==> src/rtl/decode_if.sv <==
// Fetch/execute-facing signal bundle of the RV32I decode stage.
// The slave modport is the decode stage; the master modport is its surrounding pipeline.
interface decode_if;
    logic [31:0] i_pc;
    logic [31:0] i_instr;
    logic        i_ce;
    logic        i_stall;
    logic        i_flush;
    logic [4:0]  o_rs1_addr;
    logic [4:0]  o_rs2_addr;
    logic [4:0]  o_rs1_addr_q;
    logic [4:0]  o_rs2_addr_q;
    logic [4:0]  o_rd_addr;
    logic [31:0] o_imm;
    logic [2:0]  o_funct3;
    logic [13:0] o_alu_op;
    logic [10:0] o_opcode;
    logic [3:0]  o_exception;
    logic [31:0] o_pc;
    logic        o_ce;
    logic        o_stall;
    logic        o_flush;

    modport master (
        output i_pc, i_instr, i_ce, i_stall, i_flush,
        input  o_rs1_addr, o_rs2_addr, o_rs1_addr_q, o_rs2_addr_q, o_rd_addr, o_imm,
               o_funct3, o_alu_op, o_opcode, o_exception, o_pc, o_ce, o_stall, o_flush
    );

    modport slave (
        input  i_pc, i_instr, i_ce, i_stall, i_flush,
        output o_rs1_addr, o_rs2_addr, o_rs1_addr_q, o_rs2_addr_q, o_rd_addr, o_imm,
               o_funct3, o_alu_op, o_opcode, o_exception, o_pc, o_ce, o_stall, o_flush
    );
endinterface

==> src/rtl/decode_stage.sv <==
// RV32I decode stage: registers fetched pc/instruction as decoded fields (one-hot ALU op and
// opcode class, sign-extended immediate, exception flags) and relays the ce/stall/flush chain.
module decode_stage #(
    parameter logic [31:0] PC_RESET = 32'h0000_0000
) (
    input  logic     clk,
    input  logic     rstn,
    decode_if.slave  bus
);
    localparam logic [6:0] OPC_RTYPE  = 7'b0110011;
    localparam logic [6:0] OPC_ITYPE  = 7'b0010011;
    localparam logic [6:0] OPC_LOAD   = 7'b0000011;
    localparam logic [6:0] OPC_STORE  = 7'b0100011;
    localparam logic [6:0] OPC_BRANCH = 7'b1100011;
    localparam logic [6:0] OPC_JAL    = 7'b1101111;
    localparam logic [6:0] OPC_JALR   = 7'b1100111;
    localparam logic [6:0] OPC_LUI    = 7'b0110111;
    localparam logic [6:0] OPC_AUIPC  = 7'b0010111;
    localparam logic [6:0] OPC_SYSTEM = 7'b1110011;
    localparam logic [6:0] OPC_FENCE  = 7'b0001111;

    localparam logic [10:0] CLS_RTYPE  = 11'h001;
    localparam logic [10:0] CLS_ITYPE  = 11'h002;
    localparam logic [10:0] CLS_LOAD   = 11'h004;
    localparam logic [10:0] CLS_STORE  = 11'h008;
    localparam logic [10:0] CLS_BRANCH = 11'h010;
    localparam logic [10:0] CLS_JAL    = 11'h020;
    localparam logic [10:0] CLS_JALR   = 11'h040;
    localparam logic [10:0] CLS_LUI    = 11'h080;
    localparam logic [10:0] CLS_AUIPC  = 11'h100;
    localparam logic [10:0] CLS_SYSTEM = 11'h200;
    localparam logic [10:0] CLS_FENCE  = 11'h400;

    localparam logic [13:0] ALU_ADD  = 14'h0001;
    localparam logic [13:0] ALU_SUB  = 14'h0002;
    localparam logic [13:0] ALU_SLT  = 14'h0004;
    localparam logic [13:0] ALU_SLTU = 14'h0008;
    localparam logic [13:0] ALU_XOR  = 14'h0010;
    localparam logic [13:0] ALU_OR   = 14'h0020;
    localparam logic [13:0] ALU_AND  = 14'h0040;
    localparam logic [13:0] ALU_SLL  = 14'h0080;
    localparam logic [13:0] ALU_SRL  = 14'h0100;
    localparam logic [13:0] ALU_SRA  = 14'h0200;
    localparam logic [13:0] ALU_EQ   = 14'h0400;
    localparam logic [13:0] ALU_NEQ  = 14'h0800;
    localparam logic [13:0] ALU_GE   = 14'h1000;
    localparam logic [13:0] ALU_GEU  = 14'h2000;

    // Decode never stalls on its own; kept as a named term so the stall chain reads clearly.
    localparam logic STALL_DECODE = 1'b0;

    typedef struct packed {
        logic [31:0] pc;
        logic [4:0]  rd;
        logic [4:0]  rs1;
        logic [4:0]  rs2;
        logic [31:0] imm;
        logic [2:0]  funct3;
        logic [13:0] alu;
        logic [10:0] opc;
        logic [3:0]  exc;
    } dec_t;

    function automatic logic [13:0] arith_op(input logic [2:0] f3, input logic alt, input logic is_r);
        case (f3)
            3'b000:  arith_op = (alt && is_r) ? ALU_SUB : ALU_ADD;
            3'b001:  arith_op = ALU_SLL;
            3'b010:  arith_op = ALU_SLT;
            3'b011:  arith_op = ALU_SLTU;
            3'b100:  arith_op = ALU_XOR;
            3'b101:  arith_op = alt ? ALU_SRA : ALU_SRL;
            3'b110:  arith_op = ALU_OR;
            3'b111:  arith_op = ALU_AND;
            default: arith_op = ALU_ADD;
        endcase
    endfunction

    function automatic logic [13:0] branch_op(input logic [2:0] f3);
        case (f3)
            3'b000:  branch_op = ALU_EQ;
            3'b001:  branch_op = ALU_NEQ;
            3'b100:  branch_op = ALU_SLT;
            3'b101:  branch_op = ALU_GE;
            3'b110:  branch_op = ALU_SLTU;
            3'b111:  branch_op = ALU_GEU;
            default: branch_op = ALU_ADD;
        endcase
    endfunction

    logic [1:0]  rst_sync_d, rst_sync_q;
    logic        rst_int_n;
    logic [31:0] instr_s;
    logic [2:0]  f3_s;
    logic [6:0]  f7_s;
    logic [31:0] imm_i_s, imm_st_s, imm_b_s, imm_u_s, imm_j_s;
    logic [10:0] cls_s;
    logic [13:0] alu_s;
    logic [31:0] imm_s;
    logic        bad_s, illegal_s, ecall_s, ebreak_s, mret_s;
    logic        stall_bit_s, load_s;
    dec_t        dec_s, dec_d, dec_q;
    logic        ce_d, ce_q;

    assign instr_s  = bus.i_instr;
    assign f3_s     = instr_s[14:12];
    assign f7_s     = instr_s[31:25];
    assign imm_i_s  = {{20{instr_s[31]}}, instr_s[31:20]};
    assign imm_st_s = {{20{instr_s[31]}}, instr_s[31:25], instr_s[11:7]};
    assign imm_b_s  = {{19{instr_s[31]}}, instr_s[31], instr_s[7], instr_s[30:25], instr_s[11:8], 1'b0};
    assign imm_u_s  = {instr_s[31:12], 12'h000};
    assign imm_j_s  = {{11{instr_s[31]}}, instr_s[31], instr_s[19:12], instr_s[20], instr_s[30:21], 1'b0};

    // Release edge of rstn is retimed to clk; assertion still clears everything at once.
    always_comb begin
        rst_sync_d = {rst_sync_q[0], 1'b1};
    end

    // Reset synchronizer flops.
    always_ff @(posedge clk or negedge rstn) begin
        if (!rstn) rst_sync_q <= 2'b00;
        else       rst_sync_q <= rst_sync_d;
    end

    assign rst_int_n = rst_sync_q[1];

    // Opcode-class decode with the per-class legality rules.
    always_comb begin
        cls_s    = 11'h000;
        alu_s    = ALU_ADD;
        imm_s    = 32'h0000_0000;
        bad_s    = 1'b0;
        ecall_s  = 1'b0;
        ebreak_s = 1'b0;
        mret_s   = 1'b0;
        case (instr_s[6:0])
            OPC_RTYPE: begin
                cls_s = CLS_RTYPE;
                alu_s = arith_op(f3_s, instr_s[30], 1'b1);
                bad_s = !((f7_s == 7'h00) ||
                          ((f7_s == 7'h20) && ((f3_s == 3'b000) || (f3_s == 3'b101))));
            end
            OPC_ITYPE:  begin cls_s = CLS_ITYPE; alu_s = arith_op(f3_s, instr_s[30], 1'b0); imm_s = imm_i_s; end
            OPC_LOAD:   begin cls_s = CLS_LOAD;  imm_s = imm_i_s;  end
            OPC_STORE:  begin cls_s = CLS_STORE; imm_s = imm_st_s; end
            OPC_BRANCH: begin
                cls_s = CLS_BRANCH;
                alu_s = branch_op(f3_s);
                imm_s = imm_b_s;
                bad_s = (f3_s == 3'b010) || (f3_s == 3'b011);
            end
            OPC_JAL:    begin cls_s = CLS_JAL;   imm_s = imm_j_s; end
            OPC_JALR:   begin cls_s = CLS_JALR;  imm_s = imm_i_s; end
            OPC_LUI:    begin cls_s = CLS_LUI;   imm_s = imm_u_s; end
            OPC_AUIPC:  begin cls_s = CLS_AUIPC; imm_s = imm_u_s; end
            OPC_SYSTEM: begin
                // funct3=000 admits only the three privileged words; CSR ops carry an I-immediate.
                cls_s    = CLS_SYSTEM;
                ecall_s  = (instr_s == 32'h0000_0073);
                ebreak_s = (instr_s == 32'h0010_0073);
                mret_s   = (instr_s == 32'h3020_0073);
                imm_s    = (f3_s == 3'b000) ? 32'h0000_0000 : imm_i_s;
                bad_s    = (f3_s == 3'b000) && !(ecall_s || ebreak_s || mret_s);
            end
            OPC_FENCE:  begin cls_s = CLS_FENCE; end
            default:    begin bad_s = 1'b1; end
        endcase
    end

    assign illegal_s = bad_s || (instr_s[1:0] != 2'b11);

    // Assemble the decoded record; an illegal word carries no class, ADD and a zero immediate.
    always_comb begin
        dec_s.pc     = bus.i_pc;
        dec_s.rd     = instr_s[11:7];
        dec_s.rs1    = instr_s[19:15];
        dec_s.rs2    = instr_s[24:20];
        dec_s.funct3 = f3_s;
        dec_s.imm    = illegal_s ? 32'h0000_0000 : imm_s;
        dec_s.alu    = illegal_s ? ALU_ADD : alu_s;
        dec_s.opc    = illegal_s ? 11'h000 : cls_s;
        dec_s.exc    = illegal_s ? 4'b0001 : {mret_s, ebreak_s, ecall_s, 1'b0};
    end

    assign stall_bit_s = bus.i_stall | STALL_DECODE;
    assign load_s      = bus.i_ce & ~stall_bit_s;

    // Next state: data loads on accepted fetch; ce follows flush > fetch ce > bubble > hold.
    always_comb begin
        dec_d = load_s ? dec_s : dec_q;
        if (!stall_bit_s && bus.i_flush) begin
            ce_d = 1'b0;
        end else if (!stall_bit_s) begin
            ce_d = bus.i_ce;
        end else if (!bus.i_stall) begin
            ce_d = 1'b0;
        end else begin
            ce_d = ce_q;
        end
    end

    // Pipeline register.
    always_ff @(posedge clk or negedge rst_int_n) begin
        if (!rst_int_n) begin
            dec_q <= '{pc: PC_RESET, default: '0};
            ce_q  <= 1'b0;
        end else begin
            dec_q <= dec_d;
            ce_q  <= ce_d;
        end
    end

    assign bus.o_rs1_addr   = instr_s[19:15];
    assign bus.o_rs2_addr   = instr_s[24:20];
    assign bus.o_rs1_addr_q = dec_q.rs1;
    assign bus.o_rs2_addr_q = dec_q.rs2;
    assign bus.o_rd_addr    = dec_q.rd;
    assign bus.o_imm        = dec_q.imm;
    assign bus.o_funct3     = dec_q.funct3;
    assign bus.o_alu_op     = dec_q.alu;
    assign bus.o_opcode     = dec_q.opc;
    assign bus.o_exception  = dec_q.exc;
    assign bus.o_pc         = dec_q.pc;
    assign bus.o_ce         = ce_q;
    assign bus.o_stall      = stall_bit_s;
    assign bus.o_flush      = bus.i_flush;
endmodule

==> src/flat_wrapper.sv <==
// flat-port wrapper written by rule: the top's interface ports become plain ports
module decode_stage_flat 
#(
    parameter logic [31:0] PC_RESET = 32'h0000_0000
)
  (clk, rstn, bus_i_pc, bus_i_instr, bus_i_ce, bus_i_stall, bus_i_flush, bus_o_rs1_addr, bus_o_rs2_addr, bus_o_rs1_addr_q, bus_o_rs2_addr_q, bus_o_rd_addr, bus_o_imm, bus_o_funct3, bus_o_alu_op, bus_o_opcode, bus_o_exception, bus_o_pc, bus_o_ce, bus_o_stall, bus_o_flush);
  decode_if bus_i ();
  input  logic clk;
  input  logic rstn;
  input wire logic [$bits(bus_i.i_pc)-1:0] bus_i_pc;
  input wire logic [$bits(bus_i.i_instr)-1:0] bus_i_instr;
  input wire logic [$bits(bus_i.i_ce)-1:0] bus_i_ce;
  input wire logic [$bits(bus_i.i_stall)-1:0] bus_i_stall;
  input wire logic [$bits(bus_i.i_flush)-1:0] bus_i_flush;
  output wire logic [$bits(bus_i.o_rs1_addr)-1:0] bus_o_rs1_addr;
  output wire logic [$bits(bus_i.o_rs2_addr)-1:0] bus_o_rs2_addr;
  output wire logic [$bits(bus_i.o_rs1_addr_q)-1:0] bus_o_rs1_addr_q;
  output wire logic [$bits(bus_i.o_rs2_addr_q)-1:0] bus_o_rs2_addr_q;
  output wire logic [$bits(bus_i.o_rd_addr)-1:0] bus_o_rd_addr;
  output wire logic [$bits(bus_i.o_imm)-1:0] bus_o_imm;
  output wire logic [$bits(bus_i.o_funct3)-1:0] bus_o_funct3;
  output wire logic [$bits(bus_i.o_alu_op)-1:0] bus_o_alu_op;
  output wire logic [$bits(bus_i.o_opcode)-1:0] bus_o_opcode;
  output wire logic [$bits(bus_i.o_exception)-1:0] bus_o_exception;
  output wire logic [$bits(bus_i.o_pc)-1:0] bus_o_pc;
  output wire logic [$bits(bus_i.o_ce)-1:0] bus_o_ce;
  output wire logic [$bits(bus_i.o_stall)-1:0] bus_o_stall;
  output wire logic [$bits(bus_i.o_flush)-1:0] bus_o_flush;
  assign bus_i.i_pc = bus_i_pc;
  assign bus_i.i_instr = bus_i_instr;
  assign bus_i.i_ce = bus_i_ce;
  assign bus_i.i_stall = bus_i_stall;
  assign bus_i.i_flush = bus_i_flush;
  assign bus_o_rs1_addr = bus_i.o_rs1_addr;
  assign bus_o_rs2_addr = bus_i.o_rs2_addr;
  assign bus_o_rs1_addr_q = bus_i.o_rs1_addr_q;
  assign bus_o_rs2_addr_q = bus_i.o_rs2_addr_q;
  assign bus_o_rd_addr = bus_i.o_rd_addr;
  assign bus_o_imm = bus_i.o_imm;
  assign bus_o_funct3 = bus_i.o_funct3;
  assign bus_o_alu_op = bus_i.o_alu_op;
  assign bus_o_opcode = bus_i.o_opcode;
  assign bus_o_exception = bus_i.o_exception;
  assign bus_o_pc = bus_i.o_pc;
  assign bus_o_ce = bus_i.o_ce;
  assign bus_o_stall = bus_i.o_stall;
  assign bus_o_flush = bus_i.o_flush;
  decode_stage #(.PC_RESET(PC_RESET)) u_core (.clk(clk), .rstn(rstn), .bus(bus_i));
endmodule
==> config.mk <==
export PLATFORM = sky130hd
export DESIGN_NAME = decode_stage_flat
export DESIGN_NICKNAME = d
export VERILOG_FILES = /design/src/rtl/decode_if.sv /design/src/rtl/decode_stage.sv /design/src/flat_wrapper.sv
export SDC_FILE = /design/constraint.sdc
export NUM_CORES = 1
export LEC_CHECK = 0
export ABC_CLOCK_PERIOD_IN_PS = 4850
export CAP_MARGIN = 10
export CORE_MARGIN = 3
export CORE_UTILIZATION = 44
export DETAILED_ROUTE_END_ITERATION = 8
export PLACE_DENSITY = 0.89
export SYNTH_ARGS = -nofsm -noshare
export SYNTH_HDL_FRONTEND = slang
export SYNTH_SLANG_ARGS = --single-unit
==> constraint.sdc <==
create_clock -name clk -period 4.85 [get_ports clk]
set_input_delay 0.97 -clock clk [delete_from_list [all_inputs] [get_ports clk]]
set_output_delay 0.97 -clock clk [all_outputs]
set_load 0.005 [all_outputs]
==> results of run 1 <==
-- area by class of cell --
cell class                 count  area, um2  area share (%)
sequential                   114       2856           37.42
multi-input combinational    399       2003           26.24
timing repair buffer         196       1964           25.73
clock buffer                  22      484.2           6.343
tap                          140      175.2           2.295
clock inverter                10      131.4           1.721
inverter                       5      18.77          0.2459
-- flip-flops by register name, indices dropped and copies added (netlist names) --
name / count
u_core.bus.o_ce: 1
u_core.bus.o_rs1_addr_q: 5
u_core.bus.o_exception: 4
u_core.bus.o_alu_op: 14
u_core.bus.o_rs2_addr_q: 5
u_core.bus.o_pc: 32
u_core.rst_sync_q: 2
u_core.bus.o_funct3: 3
u_core.bus.o_rd_addr: 5
u_core.bus.o_opcode: 11
u_core.bus.o_imm: 32
-- per-stage QoR --
step / worst slack (ns) / util (%)
global placement: 1.055 / 63.17
detailed placement: 0.7533 / 63.17
CTS: 1.199 / 68.73
global route: 1.054 / 68.91
floorplan: 1.439 / -
finish: 1.174 / 68.91
-- critical path: cells and delay by family --
kind | cells | cell delay [ns]
AOI/OAI and AO/OA | 3 | 1.15
buffers and inverters | 1 | 0.56
and+or+nand+nor | 2 | 1.31
-- cell usage in the layout (no fill, tap or decap), types with 4 or more instances in the layout --
cell type	synthesis	layout
a21oi_1	15	15
nor3_1	8	8
clkdlybuf4s50_1	0	192
a22oi_1	5	5
o21ai_1	38	38
clkbuf_8	0	4
clkbuf_16	0	17
o22ai_1	4	4
or3_1	6	6
inv_1	5	5
nand3_1	6	6
dfrtp_1	114	113
o31ai_1	8	8
a21boi_0	9	9
nand2_1	222	222
nor2_1	8	8
clkinv_2	0	5
o21ai_0	13	13
or4_1	4	4
-- per-layer routing --
layer | vias to the layer above | track usage (%) | share of wire (%)
met4 | 0 | 11.46 | 3.2
li1 | 2231 | - | -
met1 | 2313 | 32.73 | 40
met3 | 50 | 7.692 | 9.5
met5 | - | 0 | 0
met2 | 321 | 40.13 | 47
-- report_power, final --
group	internal (mW)	leakage, nW	switching, mW
clock	0.858	0.306	0.409
combinational	0.188	1.50	0.152
sequential	1.01	1.50	0.0422
-- cell families after synthesis --
kind of cell | after synthesis | synth area share [%]
AND/OR/NAND/NOR | 283 | 24.24
AO/OA/AOI/OAI | 114 | 14.62
flip-flops | 114 | 56.10
buffers and inverters | 50 | 4.798
XOR/XNOR | 1 | 0.1723
other | 1 | 0.07375
-- worst min-delay path by stage --
| stage | endpoint | start | cells after the start | slack (ns) |
|---|---|---|---|---|
| 2_1_floorplan | u_core.rst_sync_q[1]$_DFF_PN0_ | u_core.rst_sync_q[0]$_DFF_PN0_ | 0 | 0.33 |
| 3_3_place_gp | u_core.rst_sync_q[1]$_DFF_PN0_ | u_core.rst_sync_q[0]$_DFF_PN0_ | 0 | 0.34 |
| 3_5_place_dp | u_core.rst_sync_q[1]$_DFF_PN0_ | u_core.rst_sync_q[0]$_DFF_PN0_ | 0 | 0.34 |
| 4_1_cts | u_core.rst_sync_q[1]$_DFF_PN0_ | u_core.rst_sync_q[0]$_DFF_PN0_ | 0 | 0.36 |
| 5_1_grt | u_core.rst_sync_q[1]$_DFF_PN0_ | u_core.rst_sync_q[0]$_DFF_PN0_ | 0 | 0.36 |
| 6_report | u_core.rst_sync_q[1]$_DFF_PN0_ | u_core.rst_sync_q[0]$_DFF_PN0_ | 0 | 0.36 |
==> results summary, run 1 <==
The overall die height came out at 113.5 um. Ranked by total cell area, the synthesized netlist is headed by dfrtp_1, nand2_1, o21ai_1. The pin count of the biggest net entering global routing came out at 112. The critical path is of the input pin to register type.

The largest fanout on the critical path came out at 15. The number of maximum-capacitance constraint violations is 0. The core outline area came out at 11080 um2. The worst hold slack across all endpoints is around 0.36 ns. Dividing the detail-routed via count by the number of cells gives between 5 and 6. The routed wire length per instance came out at ~18 um. Gates resized during post-CTS repair numbered 0. The aggregate global-route resource usage is between 20% and 30%. The final layout contains 802 nets. For this design, the slowest cell found on the critical path is a31oi_1.

Setup violations remaining at the end of the flow were counted as 0. The most numerous cell in the Yosys netlist is nand2_1. The final routed DRC violation total is 0. The share of synthesized registers carrying an async set or reset is 100.0%. The maximum clock skew at final layout came out at 0.008102 ns. The initial utilization of the core area, before any placement, comes to 45.90%. The half-perimeter wire length after placement came out at 11.28 mm. The number of slew-limit violations in the final report came out at 0. In this run the worst hold path is classified as register to register. Yosys mapped a number of flops with a built-in enable equal to 0.

The count of nets left with antenna violations once routing finished came out at 0. TritonCTS built the clock tree. In the final layout, the share of cells above drive strength 1 is 5.898%.

The ratio of final minimum period to clock period came out at 75.80%. The worst register-to-register path has a setup slack of ~3.3 ns. The signal on the critical path passes through clkdlybuf4s50_1, nand4bb_1, or3_1, a31oi_1, a21oi_1, o21ai_1.

In the synthesized netlist the dominant register cell turns out to be dfrtp_1. The power density relative to cell area is 348.1 nW/um2. The first global-routing pass estimated 26.01 mm of wire. The worst endpoint required time is 5.16 ns.

The number of antenna violations at the first check in global routing is 0. Ranked by instance count, the synthesized netlist is headed by nand2_1, dfrtp_1, o21ai_1. The number of warnings issued by yosys came out at 0. After detailed placement, the design holds a cell count of 853. CTS saw ~110 sinks. In this run the horizontal extent of the chip is 113.5 um. Setup repair after global routing left no endpoint under its margin.

The overall die area is 12880 um2. The clock latency on the worst-skew pair came out at around 0.4 ns. Input and output buffers added on the ports amount to 192. The number of setup buffers added after CTS is 0. The standby leakage power is 3.304 nW. Of all cell types, the one taking the most synthesized area is dfrtp_1. The peak ir drop on the vdd network is approximately 0.22 mV. The endpoint identified for the worst register-to-register timing path is u_core.bus.o_imm[12]$_DFFE_PN0P_. Summed over all layers, the global routing overflow is 0. The number of cells on the worst reg-to-reg path is 1. The cell at the root of the clock tree is clkbuf_16. In this run the worst setup path begins at bus_i_instr[2]. The placer congestion estimate is 0.9402. The run finished with clean final reports. The number of placement rows came out at 38.

The maximum root-to-sink buffer count is 2. The H-tree was split into 4 levels. The count of final hold-check violations came out at 0. The post-synthesis to final-layout area growth came out at 50.12%. The maximum single-stage delay on the critical path is 0.84 ns. The number of different library cells used by synthesis comes to 54. The number of global-route vias before repair is 4865. The final instance area is 7634 um2. The length of the first detailed-routing pass in iterations came out at 6. The post-route total power came out at 2.657 mW.

The hold buffer count at cts is 0. The startpoint type of the worst setup path is an input pin. Summed over all failing endpoints, the final setup total negative slack is 0 ns. The element type at the critical path end is a register. The post-synthesis net count came out at 632. The most critical setup path has its endpoint at u_core.bus.o_imm[24]$_DFFE_PN0P_. The number of placed I/O pins came out at 193. The clock period minus final worst setup slack came out at approximately 3.7 ns. At the pin with the least slew margin, the transition time is between 1 and 1.5 ns.

The number of antenna repair diodes is 0. The final cell count without fillers is between 800 and 900. The clock-pin slew reported for the worst setup and hold paths after clock tree synthesis came out at 0.05 ns.

The post-synthesis cell count came out at about 560. The register bit count reported by yosys came out at ~110. The total number of vias is 4915. The worst reg2reg path startpoint is u_core.rst_sync_q[1]$_DFF_PN0_. The final wirelength is about 16 mm.

The data arrival time at the worst-slack endpoint is around 4.0 ns. The number of DRC markers after the initial detailed-route iteration came out at ~650. The share of synthesized area occupied by flip-flops and latches came out at between 50% and 60%. The layout filler cell count is 828. The worst slew slack as a fraction of its limit is 23.74%. The maximum clock frequency came out at 272.0 MHz. The total placed instance area is 6998 um2.

Clock tree synthesis inserted a total of 17 buffers. The mapped cell area is 5085 um2. The post-synthesis area per instance came out at between 9 and 10 um2. The fraction of post-synthesis cell area in the top cell type by area came out at 56.10%.
No activity file was read; power rests on OpenSTA's default activity.
==> run 2: changes to the inputs <==
--- a/config.mk
+++ b/config.mk
@@ -5,7 +5,7 @@
 export SDC_FILE = /design/constraint.sdc
 export NUM_CORES = 1
 export LEC_CHECK = 0
-export ABC_CLOCK_PERIOD_IN_PS = 4850
+export ABC_CLOCK_PERIOD_IN_PS = 3500
 export CAP_MARGIN = 10
 export CORE_MARGIN = 3
 export CORE_UTILIZATION = 44
==> constraint.sdc (replaced) <==
create_clock -name clk -period 3.5 [get_ports clk]
set_input_delay 0.7 -clock clk [delete_from_list [all_inputs] [get_ports clk]]
set_output_delay 0.7 -clock clk [all_outputs]
set_load 0.005 [all_outputs]
==> run 2 against run 1 <==
Net effect:
- via count is 0.45% higher
- register-to-register slack got worse by 1.1 ns
- flip-flop and latch count did not move
- die area unchanged
- critical path type unchanged
- largest cell class unchanged
==> results summary, run 2 (synthesis gave the netlist of run 1 again) <==
Run status: finished, final reports clean (unchanged). The cell at the root of the clock tree is clkbuf_16 (unchanged). The number of routed nets with antenna violations is 0 (unchanged). The die width is 113.5 um (unchanged).

The clock period minus final worst setup slack came out at 2.957 ns. The vias per cell came to 5.402 (was 5.547). The number of buffers created by CTS came to 17 (unchanged). The final cell count without fillers came to 914 (was 886).

The overall die area is 12880 um2 (unchanged). The number of antenna repair diodes came to 0 (unchanged). The routed wire length per instance came out at 18.02 um (was 18.32 um).

The worst slew slack as a fraction of its limit came out at 38.96% (was 23.74%). The total number of vias came to 4937 (was 4915). The share of cells above drive strength 1 is 9.173% (was 5.898%).

The setup TNS after final layout is 0 ns (unchanged). The number of slew-limit violations in the final report is 0 (unchanged). The clock latency on the worst-skew pair came out at 0.40 ns (about the same). The worst setup slack after placement came to 0.1180 ns (was 0.7533 ns).

The length of the first detailed-routing pass in iterations is 5 (was 6). The ratio of final minimum period to clock period is 84.48%. The number of placement rows came out at 38 (unchanged). The peak ir drop on the vdd network came out at 0.2979 mV (was 0.2232 mV). The startpoint type of the worst setup path is an input pin (unchanged). The power density relative to cell area is 465.6 nW/um2 (was 348.1 nW/um2).

The core outline area was 11080 um2 (unchanged). The total of buffers placed on input and output ports is 192 (unchanged). The smallest setup slack after layout came out at 0.5431 ns (was 1.174 ns). The maximum clock frequency came out at between 300 and 400 MHz. The worst hold-check path type is register to register (unchanged).

The number of antenna violations at the first check in global routing came out at 0 (unchanged). The largest fanout on the critical path came out at 25 (was 15). The data arrival time at the worst-slack endpoint came out at 3.26 ns (was 3.99 ns).

Most used cells in the layout excluding fill and tap cells: nand2_1, clkdlybuf4s50_1, dfrtp_1 (unchanged). The number of levels the H-tree was split into is 4 (unchanged). The clock-pin slew reported for the worst setup and hold paths after clock tree synthesis came out at 0.05 ns (about the same).

The setup violation total in the final timing report came out at 0 (unchanged). The maximum clock skew at final layout came out at 0.005001 ns (was 0.008102 ns). The final wirelength was 16.47 mm (was 16.23 mm).

The count of final hold-check violations came out at 0 (unchanged). The number of global-route vias before repair came out at 5086 (was 4865). The number of nets at the end of the flow is 830 (was 802). The hold buffer count at cts came out at 0 (unchanged). The post-synthesis to final-layout area growth is 53.74% (was 50.12%). The number of DRC markers after the initial detailed-route iteration was 512 (was 647). The TritonCTS clock tree is built (unchanged). The placer congestion estimate is 0.9397 (was 0.9402). RSZ-0062 raised after global routing: no (unchanged). The final design utilization is 70.57% (was 68.91%). The cell count after placement was 881 (was 853).

The most common cell after layout, fill and taps aside is nand2_1 (unchanged). The total of cells resized after clock tree synthesis is 0 (unchanged). The final routed DRC violation total is 0 (unchanged). The post-CTS repair timing setup buffer count is 0 (unchanged).

The effective utilization at floorplan came to 45.90% (unchanged). The first-pass GRT wire length came out at 26.35 mm (was 26.01 mm). The aggregate global-route resource usage is 25.89% (was 25.53%). The half-perimeter wire length after placement is 12.04 mm (was 11.28 mm). The overall die height is 113.5 um (unchanged). The pin count of the biggest net entering global routing came out at 112 (unchanged). The standby leakage power came out at 3.424 nW (was 3.304 nW).

The worst endpoint required time came out at 3.80 ns (was 5.16 ns). The number of placed I/O pins came to 193 (unchanged). The path type of the worst setup path is input pin to register (unchanged). The total congestion overflow after global routing is 0 (unchanged). The transition time at the pin with the least slew margin came to 0.9156 ns (was 1.144 ns). The element type at the critical path end is a register (unchanged). The maximum root-to-sink buffer count came to 2 (unchanged). The post-route total power is 3.640 mW (was 2.657 mW). The TritonCTS sink count is 114 (unchanged).

The number of maximum-capacitance constraint violations came out at 0 (unchanged).
[run 2: layout make-up]
type | instances | area (um2)
clock buffer | 23 | 488.0
clock inverter | 9 | 103.9
fill | 841 | 3261
inverter | 5 | 18.77
multi-input combinational | 399 | 2003
sequential | 114 | 2856
tap | 140 | 175.2
timing repair buffer | 224 | 2172
[run 2: power breakdown]
part	internal [mW]	switching, mW	leakage (nW)	total, mW
logic	0.277	0.214	1.64	0.491
clock network	1.12	0.576	0.289	1.69
registers	1.40	0.0582	1.50	1.46
total	2.79	0.848	3.42	3.64
[run 2: worst max-delay path, stage by stage]
cell and delay (ns):
clkdlybuf4s50_1 0.43, or4_1 0.58, a2111o_1 0.36, o41ai_4 0.39, nand4_4 0.43, o31ai_1 0.35
[run 2: layer usage]
layer  GRT usage, %  part of all wire [%]
met1          32.37                    42
met4          9.936                   2.0
met5              0                     0
met2          43.27                    49
met3          6.631                   7.9
[run 2: worst paths after layout]
check                      depth (start not counted)  slack (ns)                      startpoint                            endpoint
min in group asynchronous                          1        0.46                            rstn      u_core.rst_sync_q[1]$_DFF_PN0_
setup / recovery                                   6        0.54                  bus_i_instr[9]  u_core.bus.o_opcode[6]$_DFFE_PN0P_
setup reg to reg                                   1        2.17  u_core.rst_sync_q[1]$_DFF_PN0_  u_core.bus.o_opcode[9]$_DFFE_PN0P_
hold reg to reg                                    0        0.36  u_core.rst_sync_q[0]$_DFF_PN0_      u_core.rst_sync_q[1]$_DFF_PN0_
max in group asynchronous                          1        2.17  u_core.rst_sync_q[1]$_DFF_PN0_  u_core.bus.o_opcode[9]$_DFFE_PN0P_
hold / removal                                     0        0.36  u_core.rst_sync_q[0]$_DFF_PN0_      u_core.rst_sync_q[1]$_DFF_PN0_
[run 2: per-stage QoR]
step                      area (um2)  hold WS [ns]
after floorplan                 5085        0.3312
after global placement          7221        0.3390
after detailed placement        7221        0.3450
after CTS                       7812        0.3581
after global routing            7818        0.3718
final                           7818        0.3615
